File: src/rtl/rom_boot_loader.sv
// ----------------------------------------------------------------------------
// rom_boot_loader
//
// Program-load controller for the instruction ROM. A byte stream arriving on a
// valid/ready interface is packed little-endian into 32-bit words, and each
// completed word (or the trailing partial word) is written to the ROM with a
// single-cycle strobe. The core is held in reset until the whole image has
// been written.
//
// Ports
//   clk            clock, all logic on the rising edge
//   rst_n          synchronous reset, active low
//   start_i        begin a load (honoured in IDLE/DONE/ERR only)
//   len_i          image length in bytes, sampled together with start_i
//   byte_valid_i   source byte valid
//   byte_i         source byte
//   byte_ready_o   loader accepts a byte this cycle (RECV only)
//   rom_we_o       ROM word write strobe, one cycle wide
//   rom_waddr_o    ROM word index of the strobed word
//   rom_wdata_o    ROM word data of the strobed word
//   core_rst_o     active-high reset to the core, low only in DONE
//   busy_o         loader is receiving (RECV)
//   done_o         image complete (DONE, level)
//   err_o          load aborted or rejected (ERR, level)
// ----------------------------------------------------------------------------
module rom_boot_loader #(
  parameter int ROM_ADDR_WIDTH = 16,
  parameter int IDLE_TIMEOUT   = 4096
) (
  input  logic                      clk,
  input  logic                      rst_n,
  input  logic                      start_i,
  input  logic [ROM_ADDR_WIDTH:0]   len_i,
  input  logic                      byte_valid_i,
  input  logic [7:0]                byte_i,
  output logic                      byte_ready_o,
  output logic                      rom_we_o,
  output logic [ROM_ADDR_WIDTH-3:0] rom_waddr_o,
  output logic [31:0]               rom_wdata_o,
  output logic                      core_rst_o,
  output logic                      busy_o,
  output logic                      done_o,
  output logic                      err_o
);

  localparam int TO_W = $clog2(IDLE_TIMEOUT + 1);

  // Largest legal image: the whole ROM, 2**ROM_ADDR_WIDTH bytes.
  localparam logic [ROM_ADDR_WIDTH:0] MAX_LEN = {1'b1, {ROM_ADDR_WIDTH{1'b0}}};
  localparam logic [ROM_ADDR_WIDTH:0] CNT_ONE = (ROM_ADDR_WIDTH + 1)'(1);
  localparam logic [TO_W-1:0]         TO_ONE  = TO_W'(1);
  // Abort fires on the idle cycle that would bring the count to IDLE_TIMEOUT.
  localparam logic [TO_W-1:0]         TO_LAST = TO_W'(IDLE_TIMEOUT - 1);

  typedef enum logic [1:0] {
    S_IDLE = 2'd0,
    S_RECV = 2'd1,
    S_DONE = 2'd2,
    S_ERR  = 2'd3
  } state_e;

  state_e                    state_q, state_d;
  logic [ROM_ADDR_WIDTH:0]   len_q, len_d;
  logic [ROM_ADDR_WIDTH:0]   byte_cnt_q, byte_cnt_d;
  logic [TO_W-1:0]           to_cnt_q, to_cnt_d;
  logic [31:0]               pack_q, pack_d;
  logic                      we_q, we_d;
  logic [ROM_ADDR_WIDTH-3:0] waddr_q, waddr_d;
  logic [31:0]               wdata_q, wdata_d;

  logic                      in_recv;
  logic                      hs;
  logic [1:0]                lane;
  logic [ROM_ADDR_WIDTH:0]   cnt_inc;
  logic                      last_byte;
  logic                      flush;
  logic                      len_bad;
  logic                      timed_out;
  logic [31:0]               word_ins;

  // Place byte b into lane ln of word w (lane 0 = bits 7:0).
  function automatic logic [31:0] ins_byte(input logic [31:0] w,
                                           input logic [1:0]  ln,
                                           input logic [7:0]  b);
    logic [31:0] r;
    r = w;
    case (ln)
      2'd0:    r[7:0]   = b;
      2'd1:    r[15:8]  = b;
      2'd2:    r[23:16] = b;
      default: r[31:24] = b;
    endcase
    return r;
  endfunction

  assign in_recv   = (state_q == S_RECV);
  assign hs        = in_recv && byte_valid_i;
  assign lane      = byte_cnt_q[1:0];
  assign cnt_inc   = byte_cnt_q + CNT_ONE;
  assign last_byte = (cnt_inc == len_q);
  assign flush     = hs && ((lane == 2'd3) || last_byte);
  assign len_bad   = (len_i == '0) || (len_i > MAX_LEN);
  assign timed_out = in_recv && !hs && (to_cnt_q == TO_LAST);
  assign word_ins  = ins_byte(pack_q, lane, byte_i);

  // State register
  always_ff @(posedge clk) begin
    if (!rst_n) begin
      state_q <= S_IDLE;
    end else begin
      state_q <= state_d;
    end
  end

  // Next-state logic
  always_comb begin
    state_d = state_q;
    case (state_q)
      S_RECV: begin
        if (hs && last_byte) begin
          state_d = S_DONE;
        end else if (timed_out) begin
          state_d = S_ERR;
        end
      end
      default: begin
        if (start_i) begin
          state_d = len_bad ? S_ERR : S_RECV;
        end
      end
    endcase
  end

  // Output decode; every source is a register, so outputs stay glitch-free.
  always_comb begin
    byte_ready_o = in_recv;
    busy_o       = in_recv;
    done_o       = (state_q == S_DONE);
    err_o        = (state_q == S_ERR);
    core_rst_o   = (state_q != S_DONE);
    rom_we_o     = we_q;
    rom_waddr_o  = waddr_q;
    rom_wdata_o  = wdata_q;
  end

  // Datapath next-state: counters, packing register and write port
  always_comb begin
    len_d      = len_q;
    byte_cnt_d = byte_cnt_q;
    to_cnt_d   = to_cnt_q;
    pack_d     = pack_q;
    we_d       = 1'b0;
    waddr_d    = waddr_q;
    wdata_d    = wdata_q;

    if (in_recv) begin
      if (hs) begin
        byte_cnt_d = cnt_inc;
        to_cnt_d   = '0;
        if (flush) begin
          we_d    = 1'b1;
          waddr_d = byte_cnt_q[ROM_ADDR_WIDTH-1:2];
          wdata_d = word_ins;
          pack_d  = '0;
        end else begin
          pack_d  = word_ins;
        end
      end else begin
        to_cnt_d = to_cnt_q + TO_ONE;
        // Abort drops any partially packed word without writing it.
        if (timed_out) begin
          pack_d = '0;
        end
      end
    end else if (start_i && !len_bad) begin
      len_d      = len_i;
      byte_cnt_d = '0;
      to_cnt_d   = '0;
      pack_d     = '0;
    end
  end

  // Datapath registers
  always_ff @(posedge clk) begin
    if (!rst_n) begin
      len_q      <= '0;
      byte_cnt_q <= '0;
      to_cnt_q   <= '0;
      pack_q     <= '0;
      we_q       <= 1'b0;
      waddr_q    <= '0;
      wdata_q    <= '0;
    end else begin
      len_q      <= len_d;
      byte_cnt_q <= byte_cnt_d;
      to_cnt_q   <= to_cnt_d;
      pack_q     <= pack_d;
      we_q       <= we_d;
      waddr_q    <= waddr_d;
      wdata_q    <= wdata_d;
    end
  end

endmodule

File: config.mk
export PLATFORM = sky130hd
export DESIGN_NAME = rom_boot_loader
export DESIGN_NICKNAME = d
export VERILOG_FILES = /design/src/rtl/rom_boot_loader.sv
export SDC_FILE = /design/constraint.sdc
export NUM_CORES = 1
export LEC_CHECK = 0
export CORE_MARGIN = 2
export CORE_UTILIZATION = 60
export DETAILED_ROUTE_END_ITERATION = 6
export GPL_TIMING_DRIVEN = 0
export PLACE_DENSITY = 0.88
export SLEW_MARGIN = 20
export SYNTH_ARGS = -nofsm -noshare
export SYNTH_HDL_FRONTEND = slang
export SYNTH_SLANG_ARGS = --single-unit
File: constraint.sdc
create_clock -name clk -period 5.05 [get_ports clk]
set_input_delay 0.7575 -clock clk [delete_from_list [all_inputs] [get_ports clk]]
set_output_delay 0.7575 -clock clk [all_outputs]
set_load 0.01 [all_outputs]
# Yosys cells after proc, flatten, opt, wreduce, memory -nomap -nowiden
# Cells that the tools add are included.
dict set report totals {
  wordCells 66
  output_inout_bits 52
  register_bits 128
  input_bits 29
}
dict set report op_classes {
  n_reduce_logical 21
  order_cmp 1
  add_sub_neg 2
  bitwise_logic 1
  muxes 21
  n_eq_ne 12
}
# op count
set op_table {}
lappend op_table {{2-to-1 mux 32 bit} 5}
lappend op_table {{2-to-1 mux 17 bit} 3}
lappend op_table {{2-to-1 mux 13 bit} 3}
lappend op_table {{2-to-1 mux 8 bit} 4}
lappend op_table {{adder 17 x 1 -> 17 bit (second input constant)} 1}
lappend op_table {{equality test 17 bit} 1}
lappend op_table {{greater-than comparator 17 bit (second input constant)} 1}
lappend op_table {{zero test 17 bit} 1}
lappend op_table {{adder 13 x 1 -> 13 bit (second input constant)} 1}
lappend op_table {{equality test 13 x 12 -> 1 bit (second input constant)} 1}
lappend op_table {{2-to-1 mux 2 bit} 5}
lappend op_table {{equality test 2 bit (second input constant)} 4}
lappend op_table {{AND reduction 2 bit} 4}
lappend op_table {{logical AND 1 bit} 6}
lappend op_table {{!= test 3 x 1 -> 1 bit (second input constant)} 2}
lappend op_table {{AND reduction 3 bit} 2}
lappend op_table {{equality test 2 x 1 -> 1 bit (second input constant)} 2}
lappend op_table {{nonzero test 2 bit} 2}
lappend op_table {{OR reduction 3 bit} 1}
lappend op_table {{zero test 1 bit} 2}
lappend op_table {{zero test 2 bit} 1}
lappend op_table {{logical OR 1 bit} 2}
lappend op_table {{!= test 2 x 1 -> 1 bit (second input constant)} 1}
lappend op_table {{!= test 2 bit (second input constant)} 1}
lappend op_table {{other kinds (2)} 2}

# Longest topological paths before layout
dict set report depth {
  ltp_word 8
  depth_mapped 14
}

# Worst setup path before layout
# OpenSTA, ideal clock, no wires.
dict set report synth_timing {
  path_type {register -> register}
  start {reg byte_cnt_q[1]}
  end {reg wdata_q[11] (netlist: rom_wdata_o[11])}
  path_stages_with_launch 14
  synth_period_minus_slack_ns 2.798
  n_path_buf 4
  t_required_ns 4.904
  t_arrival_ns 2.652
  setup_slack_ns 2.252
  setup_ns 0.146
  cell_sequence {dfxtp_1 -> ha_1 -> buf_2 -> nand3_2 -> or4_1 -> o211ai_1 -> nor4_1 -> and4bb_1 -> buf_4 -> a21o_1 -> buf_6 -> buf_6 -> a21oi_1 -> a211oi_2}
}
dict set report synth_via {
  elab_chain_len 5
}
# item line_no
set synth_rtl {}
lappend synth_rtl {{start: declaration} 64} ;# logic [ROM_ADDR_WIDTH:0] byte_cnt_q, byte_cnt_d;
lappend synth_rtl {{start signal: assignment} 195} ;# byte_cnt_q <= byte_cnt_d;
lappend synth_rtl {{adder 17 x 1 -> 17 bit} 99} ;# assign cnt_inc = byte_cnt_q + CNT_ONE;
lappend synth_rtl {{equality test 17 bit} 100} ;# assign last_byte = (cnt_inc == len_q);
lappend synth_rtl {{logical OR 1 bit} 101} ;# assign flush = hs && ((lane == 2'd3) || last_byte);
lappend synth_rtl {{logical AND 1 bit} 101}
lappend synth_rtl {{AND reduction 3 bit (no line)} -}
lappend synth_rtl {{end signal: assignment} 200} ;# wdata_q <= wdata_d;
lappend synth_rtl {{end: declaration} 69} ;# logic [31:0] wdata_q, wdata_d;
# Parallel ways exist; a longest one is shown, timed or not.
# A chain may end at the register's enable or synchronous reset.

# Final worst setup path
dict set report layout_timing {
  start {reg byte_cnt_q[1]}
  end {reg wdata_q[10] (netlist: rom_wdata_o[10])}
}
# Same word-level chain as after synthesis.

==> impl_metrics.env <==
export IMPL_clockBufferDepth=2
export IMPL_layout_common_cells="dfxtp_1 (128), clkdlybuf4s50_1 (80), a21oi_1 (73)"
export IMPL_ios=81
export IMPL_syn_nets=746
export IMPL_worst_path_stages=13
export IMPL_cts_tree="done"
export IMPL_hp_class="flop to flop"
export IMPL_final_setup_tns_ps=0
export IMPL_maxCapViolations=0
export IMPL_yosysSeqAreaShare_pct=41.28
export IMPL_min_from="pack_q[27]"
export IMPL_cts_root_buf="clkbuf_8"
export IMPL_grt_max_degree=17
export IMPL_skew_ps=11.26
export IMPL_avgSynthCellArea_um2=8.718
export IMPL_syn_inst=712
export IMPL_tightest_slew_ps=797.1
export IMPL_drive_gt1_share_pct=12.14
export IMPL_maxSlewViolCount=0
export IMPL_clk_latency_ps=530
export IMPL_reg2reg_to="rom_wdata_o[10]"
export IMPL_num_rows=37
export IMPL_cp_top_family="simple AND/OR/NAND/NOR gates"
export IMPL_drt_pre_antenna_iters=6
export IMPL_numCtsBuffers=17
export IMPL_core_region_area_um2=10180
export IMPL_n_fill_cell=713
export IMPL_synth_largest_area_cell="dfxtp_1"
export IMPL_cp_end_kind="flop"
export IMPL_r2r_cells=13
export IMPL_power_mw=2.584
export IMPL_cp_max_fo=10
export IMPL_irDropWorstVdd_mv=0.2635
export IMPL_crit_path_max_incr_delay_ps=470
export IMPL_dp_cells=928
export IMPL_clkSlewWorstSetupHoldPaths_ps=70
export IMPL_vias_per_cell=6.361
export IMPL_cp_required_ps=5440
export IMPL_synth_distinct_cells=60
export IMPL_dieWidth_um=105.7
export IMPL_dr_first_iter_drc_count=657
export IMPL_chipHeight_um=105.7
export IMPL_grt_pass1_wl_um=29540
export IMPL_synth_edff_count=0
export IMPL_min_period_over_period_pct=70.64
export IMPL_crit_arrival_ps=3950
export IMPL_startpoint_type="flop"
export IMPL_antenna_left=0
export IMPL_dieArea_um2=11170
export IMPL_relSlewSlack_pct=46.86
export IMPL_slowest_stage="dfxtp_1"
export IMPL_place_ws_ps=1500
export IMPL_hpwl_um=12120
export IMPL_synth_area_um2=6207
export IMPL_layout_cells_non_filler=960
export IMPL_yosysWarnings=0
export IMPL_gr_total_overflow=0
export IMPL_port_buffers=80
export IMPL_rsz0062_at_grt="no"
export IMPL_netlist_area_leader_share_pct=41.28
export IMPL_wl_per_cell_um=19.20
export IMPL_final_common_cell="dfxtp_1"
export IMPL_initial_core_util_pct=60.95
export IMPL_diodes=0
export IMPL_cpMostUsedCell="buf_2"
export IMPL_final_nets=845
export IMPL_synthArstFlopShare_pct=0
export IMPL_setup_ws_ps=1483
export IMPL_dr_total_vias=6107
export IMPL_path_cells="ha_1, buf_2, nand3_2, buf_2, o41ai_1, o211ai_1, nor4_1, and4bb_1, buf_4, a21oi_4, nor2_2, buf_2, a211oi_2"
export IMPL_cts_num_sinks=128
export IMPL_rrSetupSlack_ps=1480
export IMPL_period_minus_slack_ps=3567
export IMPL_htree_levels=4
export IMPL_place_congestion=0.8896
export IMPL_min_to="pack_q[27]"
export IMPL_antenna_found_initial=0
export IMPL_post_cts_resized=0
export IMPL_drt_total_wl_um=18430
export IMPL_gr_usage_all_layers_pct=33.40
export IMPL_ys_ff_latch=128
export IMPL_post_route_util_pct=76.52
export IMPL_synth_top_flop_cell="dfxtp_1"
export IMPL_setup_violations=0
export IMPL_r2r_start="byte_cnt_q[1]"
export IMPL_max_freq_ghz=0.2803
export IMPL_netlist_top_cells_area="dfxtp_1 (41%), mux2i_1 (8.4%), a21oi_1 (5.9%)"
export IMPL_status="completed"
export IMPL_p_leak_nw=2.759
export IMPL_hold_violations=0
export IMPL_syn_to_final_growth_pct=25.56
export IMPL_grt_pass1_vias=5889
export IMPL_worstSetupPathType="flop to flop"
export IMPL_whs_path_depth=1
export IMPL_crit_buf_inv=4
export IMPL_drc_errors=0
export IMPL_cellPowerDensity_nw_per_um2=331.6
export IMPL_cts_hold_buf=0
export IMPL_cts_setup_buffers=0
==> Yosys cell counts, types with 3 or more instances <==
master and n:
buf_2 18, and2_1 10, nor3b_1 4, o21a_1 3, mux2i_1 52, nor2_1 53, o21ai_1 10, nor4_1 8
buf_4 3, clkbuf_1 39, xor2_1 9, dfxtp_1 128, nand2b_1 4, a211oi_1 8, a22oi_1 6, and3_1 6
nand2_1 42, a21oi_1 73, nor2b_1 4, ha_1 5, nor3_1 8, a31oi_1 6, o21ai_0 53, a21oi_2 11
or2_2 3, or3_1 3, and4_1 3, buf_1 4, nand4_1 10, inv_1 6, o221a_1 7, or4_1 3
a211oi_2 19, xnor2_1 14, nand3_1 46
==> metal layers <==
layer  up-vias  share of wire (%)  GRT usage, %
met4         0                2.8         11.84
met2       362                 49         56.22
met3        63                8.8         7.545
met5         -                  0             0
li1       2787                  -             -
met1      2895                 40         42.09
==> worst register-to-register path: cells and delay by family, from the launching register on <==
| family | cells | cell delay (ps) |
|---|---|---|
| buf+inv | 4 | 1010 |
| fa+ha+maj | 1 | 190 |
| compound gates | 4 | 680 |
| flops | 1 | 470 |
| simple gates | 4 | 1060 |
==> power breakdown <==
group | switching, mW | internal (mW)
clock network | 0.500 | 0.790
logic | 0.163 | 0.0929
registers | 0.0139 | 1.02
total | 0.676 | 1.91
==> layout make-up <==
cell class | count | area [um2] | area share [%]
multi-input combinational | 511 | 3311 | 42.48
buffer | 67 | 311.5 | 3.997
clock inverter | 13 | 173.9 | 2.232
timing repair buffer | 80 | 800.8 | 10.27
inverter | 6 | 22.52 | 0.2890
sequential | 128 | 2562 | 32.88
clock buffer | 19 | 441.7 | 5.667
tap | 136 | 170.2 | 2.183
==> through the flow <==
stage               hold WS, ps  cell area, um2
floorplan                 423.6            6207
global placement          440.5            7178
detailed placement        443.7            7178
CTS                       463.5            7794
global route              477.2            7794
finish                    464.6            7794
==> flip-flops by register name, indices dropped and copies added (netlist names) <==
signal	count
to_cnt_q	13
rom_wdata_o	32
rom_waddr_o	14
pack_q	32
state_q	2
byte_cnt_q	17
len_q	17
rom_we_o	1
==> worst max path at each step <==
stage                             start  slack (ps)              end
after global routing      byte_cnt_q[1]        1260  rom_wdata_o[10]
final                     byte_cnt_q[1]        1480  rom_wdata_o[10]
after CTS                 byte_cnt_q[1]        1540   rom_wdata_o[8]
after global placement         len_i[4]        1600         len_q[1]
after detailed placement       len_i[4]        1500         len_q[7]
after floorplan           byte_cnt_q[1]        2250  rom_wdata_o[11]
==> cell families after synthesis <==
family,share of synthesized area [%]
AND/OR/NAND/NOR,17.56
XOR/XNOR,3.245
flip-flops,41.28
buffers and inverters,5.382
AO/OA/AOI/OAI,22.96
adder cells (fa/ha/maj),1.008
multiplexers,8.567
Note: power is estimated with default switching activity, not from simulation.
